`src/rtl/seg_scan_ctrl.sv`:
```
// Scan scheduler for an 8-digit multiplexed 7-segment display with a double-buffered digit store.
// Define SEG_SCAN_LZB_EN to build leading-zero blanking of the active digit set.
module seg_scan_ctrl #(
  parameter int TICK_DIV = 100000
) (
  input  logic       clk,
  input  logic       rst_n,
  input  logic       wr_valid,
  output logic       wr_ready,
  input  logic [2:0] wr_addr,
  input  logic [3:0] wr_data,
  input  logic       commit,
  output logic       commit_pending,
  input  logic [7:0] dig_en,
  input  logic [2:0] bright,
  output logic [6:0] seg,
  output logic [7:0] an,
  output logic       frame_done
);

  localparam int            CW      = $clog2(TICK_DIV);
  localparam logic [CW-1:0] CNT_MAX = CW'(TICK_DIV - 1);
  localparam logic [CW-1:0] CNT_PRE = CW'(TICK_DIV - 2);
  localparam logic [CW-1:0] SUB_W   = CW'(TICK_DIV / 8);

  typedef enum logic [1:0] {
    PH_GUARD = 2'd0,
    PH_ON    = 2'd1,
    PH_OFF   = 2'd2
  } phase_t;

  function automatic logic [6:0] seg_enc(input logic [3:0] d);
    logic [6:0] s;
    case (d)
      4'd0:    s = 7'b1000000;
      4'd1:    s = 7'b1111001;
      4'd2:    s = 7'b0100100;
      4'd3:    s = 7'b0110000;
      4'd4:    s = 7'b0011001;
      4'd5:    s = 7'b0010010;
      4'd6:    s = 7'b0000010;
      4'd7:    s = 7'b1111000;
      4'd8:    s = 7'b0000000;
      4'd9:    s = 7'b0010000;
      default: s = 7'b1111111;
    endcase
    return s;
  endfunction

`ifdef SEG_SCAN_LZB_EN
  // Blank from digit 7 downward while zero; digit 0 always survives.
  function automatic logic [7:0] lzb_mask(input logic [7:0][3:0] d);
    logic [7:0] m;
    logic       lead;
    m    = 8'h00;
    lead = 1'b1;
    for (int i = 7; i >= 1; i--) begin
      if (lead && (d[i] == 4'h0)) begin
        m[i] = 1'b1;
      end else begin
        lead = 1'b0;
      end
    end
    return m;
  endfunction
`endif

  logic [CW-1:0]   cnt_r;
  logic [2:0]      slot_r;
  phase_t          phase_r;
  logic [CW-1:0]   on_end_r;
  logic [7:0][3:0] shadow_r;
  logic [7:0][3:0] active_r;
  logic            pending_r;
  logic            wr_ready_r;
  logic [6:0]      seg_r;
  logic [7:0]      an_r;
  logic            frame_done_r;
`ifdef SEG_SCAN_LZB_EN
  logic [7:0]      blank_r;
`endif

  logic            wrap_s;
  logic            boundary_s;
  logic            pre_boundary_s;
  logic            wr_fire_s;
  logic [7:0]      an_on_s;
  logic [6:0]      digit_seg_s;

  // Decode counter position and the values the output stage may load.
  always_comb begin
    wrap_s         = (cnt_r == CNT_MAX);
    boundary_s     = wrap_s && (slot_r == 3'd7);
    pre_boundary_s = (cnt_r == CNT_PRE) && (slot_r == 3'd7);
    wr_fire_s      = wr_valid && wr_ready_r;
    if (dig_en[slot_r]) begin
      an_on_s = ~(8'd1 << slot_r);
    end else begin
      an_on_s = 8'hFF;
    end
`ifdef SEG_SCAN_LZB_EN
    if (blank_r[slot_r]) begin
      digit_seg_s = 7'b1111111;
    end else begin
      digit_seg_s = seg_enc(active_r[slot_r]);
    end
`else
    digit_seg_s = seg_enc(active_r[slot_r]);
`endif
  end

  // Slot counter and per-slot GUARD/ON/OFF phase machine.
  always_ff @(posedge clk or negedge rst_n) begin
    if (!rst_n) begin
      cnt_r   <= {CW{1'b0}};
      slot_r  <= 3'd0;
      phase_r <= PH_GUARD;
    end else if (wrap_s) begin
      cnt_r   <= {CW{1'b0}};
      slot_r  <= slot_r + 3'd1;
      phase_r <= PH_GUARD;
    end else begin
      cnt_r <= cnt_r + CW'(1);
      case (phase_r)
        PH_GUARD: phase_r <= PH_ON;
        PH_ON:    phase_r <= (cnt_r == on_end_r) ? PH_OFF : PH_ON;
        PH_OFF:   phase_r <= PH_OFF;
        default:  phase_r <= PH_GUARD;
      endcase
    end
  end

  // Registered display outputs; frame_done/wr_ready use lookahead so they align with the copy cycle.
  always_ff @(posedge clk or negedge rst_n) begin
    if (!rst_n) begin
      seg_r        <= 7'b1111111;
      an_r         <= 8'hFF;
      on_end_r     <= CNT_MAX;
      frame_done_r <= 1'b0;
      wr_ready_r   <= 1'b1;
    end else begin
      case (phase_r)
        PH_GUARD: begin
          an_r     <= 8'hFF;
          seg_r    <= digit_seg_s;
          on_end_r <= CW'(bright) * SUB_W + (SUB_W - CW'(1));
        end
        PH_ON:   an_r <= an_on_s;
        PH_OFF:  an_r <= 8'hFF;
        default: an_r <= 8'hFF;
      endcase
      frame_done_r <= pre_boundary_s;
      wr_ready_r   <= ~pre_boundary_s;
    end
  end

  // Shadow writes, commit tracking and the frame-boundary promotion to the active set.
  always_ff @(posedge clk or negedge rst_n) begin
    if (!rst_n) begin
      shadow_r  <= {8{4'hF}};
      active_r  <= {8{4'hF}};
      pending_r <= 1'b0;
`ifdef SEG_SCAN_LZB_EN
      blank_r   <= 8'h00;
`endif
    end else begin
      if (wr_fire_s) begin
        shadow_r[wr_addr] <= wr_data;
      end
      if (boundary_s && pending_r) begin
        active_r <= shadow_r;
`ifdef SEG_SCAN_LZB_EN
        blank_r  <= lzb_mask(shadow_r);
`endif
      end
      if (commit) begin
        pending_r <= 1'b1;
      end else if (boundary_s) begin
        pending_r <= 1'b0;
      end
    end
  end

  assign seg            = seg_r;
  assign an             = an_r;
  assign frame_done     = frame_done_r;
  assign wr_ready       = wr_ready_r;
  assign commit_pending = pending_r;

endmodule

```
`config.mk`:
```
export PLATFORM = sky130hd
export DESIGN_NAME = seg_scan_ctrl
export DESIGN_NICKNAME = d
export VERILOG_FILES = /design/src/rtl/seg_scan_ctrl.sv
export SDC_FILE = /design/constraint.sdc
export NUM_CORES = 1
export LEC_CHECK = 0
export ABC_CLOCK_PERIOD_IN_PS = 3700
export CORE_ASPECT_RATIO = 1.1
export CORE_MARGIN = 2
export CORE_UTILIZATION = 43
export DETAILED_ROUTE_END_ITERATION = 10
export SLEW_MARGIN = 20
export SYNTH_ARGS = -nofsm -noshare
export SYNTH_HDL_FRONTEND = slang
export SYNTH_SLANG_ARGS = --single-unit
```
`constraint.sdc`:
```
create_clock -name clk -period 3.7 [get_ports clk]
set_input_delay 0.37 -clock clk [delete_from_list [all_inputs] [get_ports clk]]
set_output_delay 0.37 -clock clk [all_outputs]
set_load 0.03 [all_outputs]
```
==> results.md <==
- Syn Area/Cell: 12.9 sq um
- Logic pwr share: 0.089
- Met1 GRT Util: 0.227
- Cts bufs inserted: 17
- GRT overflow: 0
- Core Region: 13700 sq um
- Layout cell share with drive strength beyond 1: 0.400
- Crit-path max FO: 6
- Filler cells: 1207
- Number of synthesized flops with an enable pin: 0
- # nets final: 555
- Initial antenna violation count: 0
- Crit path largest cell delay: 0.65 ns
- Power Dens Cells: 498 nW/um^2
- Async set-reset flop share out of synthesis: 1.00
- Leakage: 3.04 nW
- Hold WC Path Type: in -> async
- Synth-to-layout area growth: 19.6%
- Hold Worst Slack: 0.0140 ns
- Die H: 128 um
- Worst IR drop on VDD: 0.000357 V
- Hold buffer count at CTS: 0
- Post-synth top area cell: dfstp_2
- Total track usage: 0.177
- Setup bufs post-CTS: 0
- Initial Util: 0.437
- Most frequent cells in the layout: dfstp_2, clkdlybuf4s50_1, mux2_2
- Routability cong.: 0.845
- Layout Skew: 0.00556 ns
- Crit-path cells: clkdlybuf4s50_1 > inv_1 > ha_1 > ha_1 > and4_1 > a2111oi_0 > xnor3_1 > o21ai_1
- Clock sink count: 119
- Gate Count Post-Synth: 466
- Predominant post-synthesis flop cell: dfstp_2
- Sequential Area: 3090 sq um
- Reg power frac: 0.435
- Max Transition Viols Final: 0
- Synth area leaders: dfstp_2, dfrtp_1, mux2_4
- Routed via count: 3659
- Dpl cells: 678
- Max-Cap Viols: 0
- First-pass GRT wire length: 19900 um
- Fin crit share: 0.743
- Min cycle time layout: 2.75 ns
- Most common cell after layout, fill and taps aside: dfstp_2
- CP endpoint kind: register
- CTS tree: done
- Largest net degree at the start of global routing: 85
- Status: finished, final reports clean
- # port buffers: 39
- WP depth: 8
- Net switching power: 0.826 mW
- Die area: 14900 sq um
- Synth top area share: 0.385
- Startpoint Class: primary input
- Final antenna-violating net count: 0
- R2r worst-path depth: 5
- Slowest-stage cell, CP: a2111oi_0
- Synth unique cells: 57
- Cell Int Power: 2.75 mW
- Root buf cell: clkbuf_16
- Vias in the first global route: 3845
- Most Used Layer, Global Route: met2
- Fmax: 0.364 GHz
- Met2 Usage GRT: 0.289
- GRT met3 Usage: 0.0440
- Io pins: 40
- Vias per cell: 5.15
- Residual DRC count: 0
- Buffers plus inverters on the worst setup path: 2
- Clock tree buffer depth: 2
- Sw Share: 0.231
- Syn Std Cell Area: 6000 sq um
- Syn_nets: 512
- Initial DRC count: 167
- #FFs+latches synth: 119
- Most common cell on crit path: ha_1
- Critical Path AT: 3.09 ns
- Worst slew pin tran: 1.03 ns
- Ant. Diodes: 0
- H-tree depth: 4
- Sequential area share after synthesis: 0.514
- Multi-input gate area in the final layout: 2750 sq um
- Detailed Place HPWL: 8250 um
- Critical path class: in -> reg
- Clk pwr share: 0.476
- Worst skew pair latency: 0.42 ns
- RSZ-0062 raised after global routing: no
- Die X: 117 um
- Fin. Hold Viols: 0
- Syn. warnings: 0
- Total routed wirelength: 12000 um
- TritonRoute pass-1 iters: 4
- Critical Path RT: 4.04 ns
- Routed wire length per instance: 16.9 um
- Site Rows: 45
- Post-Route Setup TNS: 0 ns
- Resize count post-CTS: 0
- Reg clk slew, reported paths: 0.05 ns
- Rel. slew slack: 0.310
- Non-Filler Instances: 710
- Final setup vio count: 0
- Top Family by Delay on Critical Path: compound AO/OA/AOI/OAI gates
[sequential cells by signal, indices dropped and copies added (netlist names)]
name            cells
active_r           32
shadow_r           32
cnt_r              17
on_end_r           15
an                  8
seg                 7
slot_r              3
phase_r             2
commit_pending      1
frame_done          1
wr_ready            1
[power by group through the flow]
stage	Clock, mW	Combinational, mW	Sequential (mW)
finish	1.70	0.320	1.56
global placement	0	0.316	1.57
CTS	1.74	0.326	1.56
detailed placement	0	0.325	1.58
global route	1.80	0.357	1.57
floorplan	0	0.195	1.58
[synthesized netlist by cell type (4+ instances only)]
| library cell | instances |
|---|---|
| ha_1 | 24 |
| nand4_1 | 8 |
| a211oi_1 | 4 |
| dfrtp_1 | 31 |
| o21ai_0 | 17 |
| a21oi_1 | 6 |
| nand3_1 | 22 |
| mux2_2 | 37 |
| nor2_1 | 27 |
| xnor2_1 | 25 |
| clkbuf_1 | 11 |
| mux2_4 | 30 |
| nor3_1 | 5 |
| dfstp_2 | 88 |
| and3_1 | 4 |
| nand2b_1 | 5 |
| mux2i_1 | 4 |
| mux4_2 | 10 |
| inv_1 | 14 |
| buf_6 | 4 |
| nand2_1 | 28 |
| xor2_1 | 13 |
[cell type report]
cell class | count | share of cell area
multi-input combinational | 312 | 0.383
inverter | 15 | 0.00784
timing repair buffer | 44 | 0.0597
sequential | 119 | 0.430
clock buffer | 21 | 0.0684
tap | 188 | 0.0327
clock inverter | 11 | 0.0186
[stage by stage]
| step | util | setup slack (ns) | power [mW] | instance area [sq um] |
|---|---|---|---|---|
| after global placement | 0.477 | 0.682 | 1.89 | 6560 |
| after CTS | 0.523 | 0.989 | 3.63 | 7180 |
| after detailed placement | 0.477 | 0.565 | 1.90 | 6560 |
| after floorplan | - | 1.44 | 1.77 | 6000 |
| after global routing | 0.523 | 0.708 | 3.73 | 7180 |
| final | 0.523 | 0.951 | 3.58 | 7180 |
[per-layer routing]
metal / up-vias / part of all wire / routed length, um
met5: - / 0 / 0
met4: 0 / 0.016 / 192
met3: 17 / 0.031 / 370
met2: 56 / 0.50 / 5970
met1: 1843 / 0.46 / 5460
li1: 1743 / - / -
[cell families after synthesis]
logic type      synth area share
simple gates               0.111
flops                      0.514
mux                        0.190
compound gates            0.0477
xor+xnor                  0.0592
buf+inv                   0.0277
fa+ha+maj                 0.0500
[path summary, 6_finish.rpt]
kind,start,to,slack [ns]
setup / recovery,bright[0],on_end_r[9],0.95
hold / removal,rst_n,slot_r[1],0.01
setup reg to reg,slot_r[0],seg[3],1.07
hold reg to reg,on_end_r[9],on_end_r[9],0.48
max in group asynchronous,rst_n,seg[6],2.86
min in group clk,on_end_r[9],on_end_r[9],0.48
(Power assumes the default switching activity.)
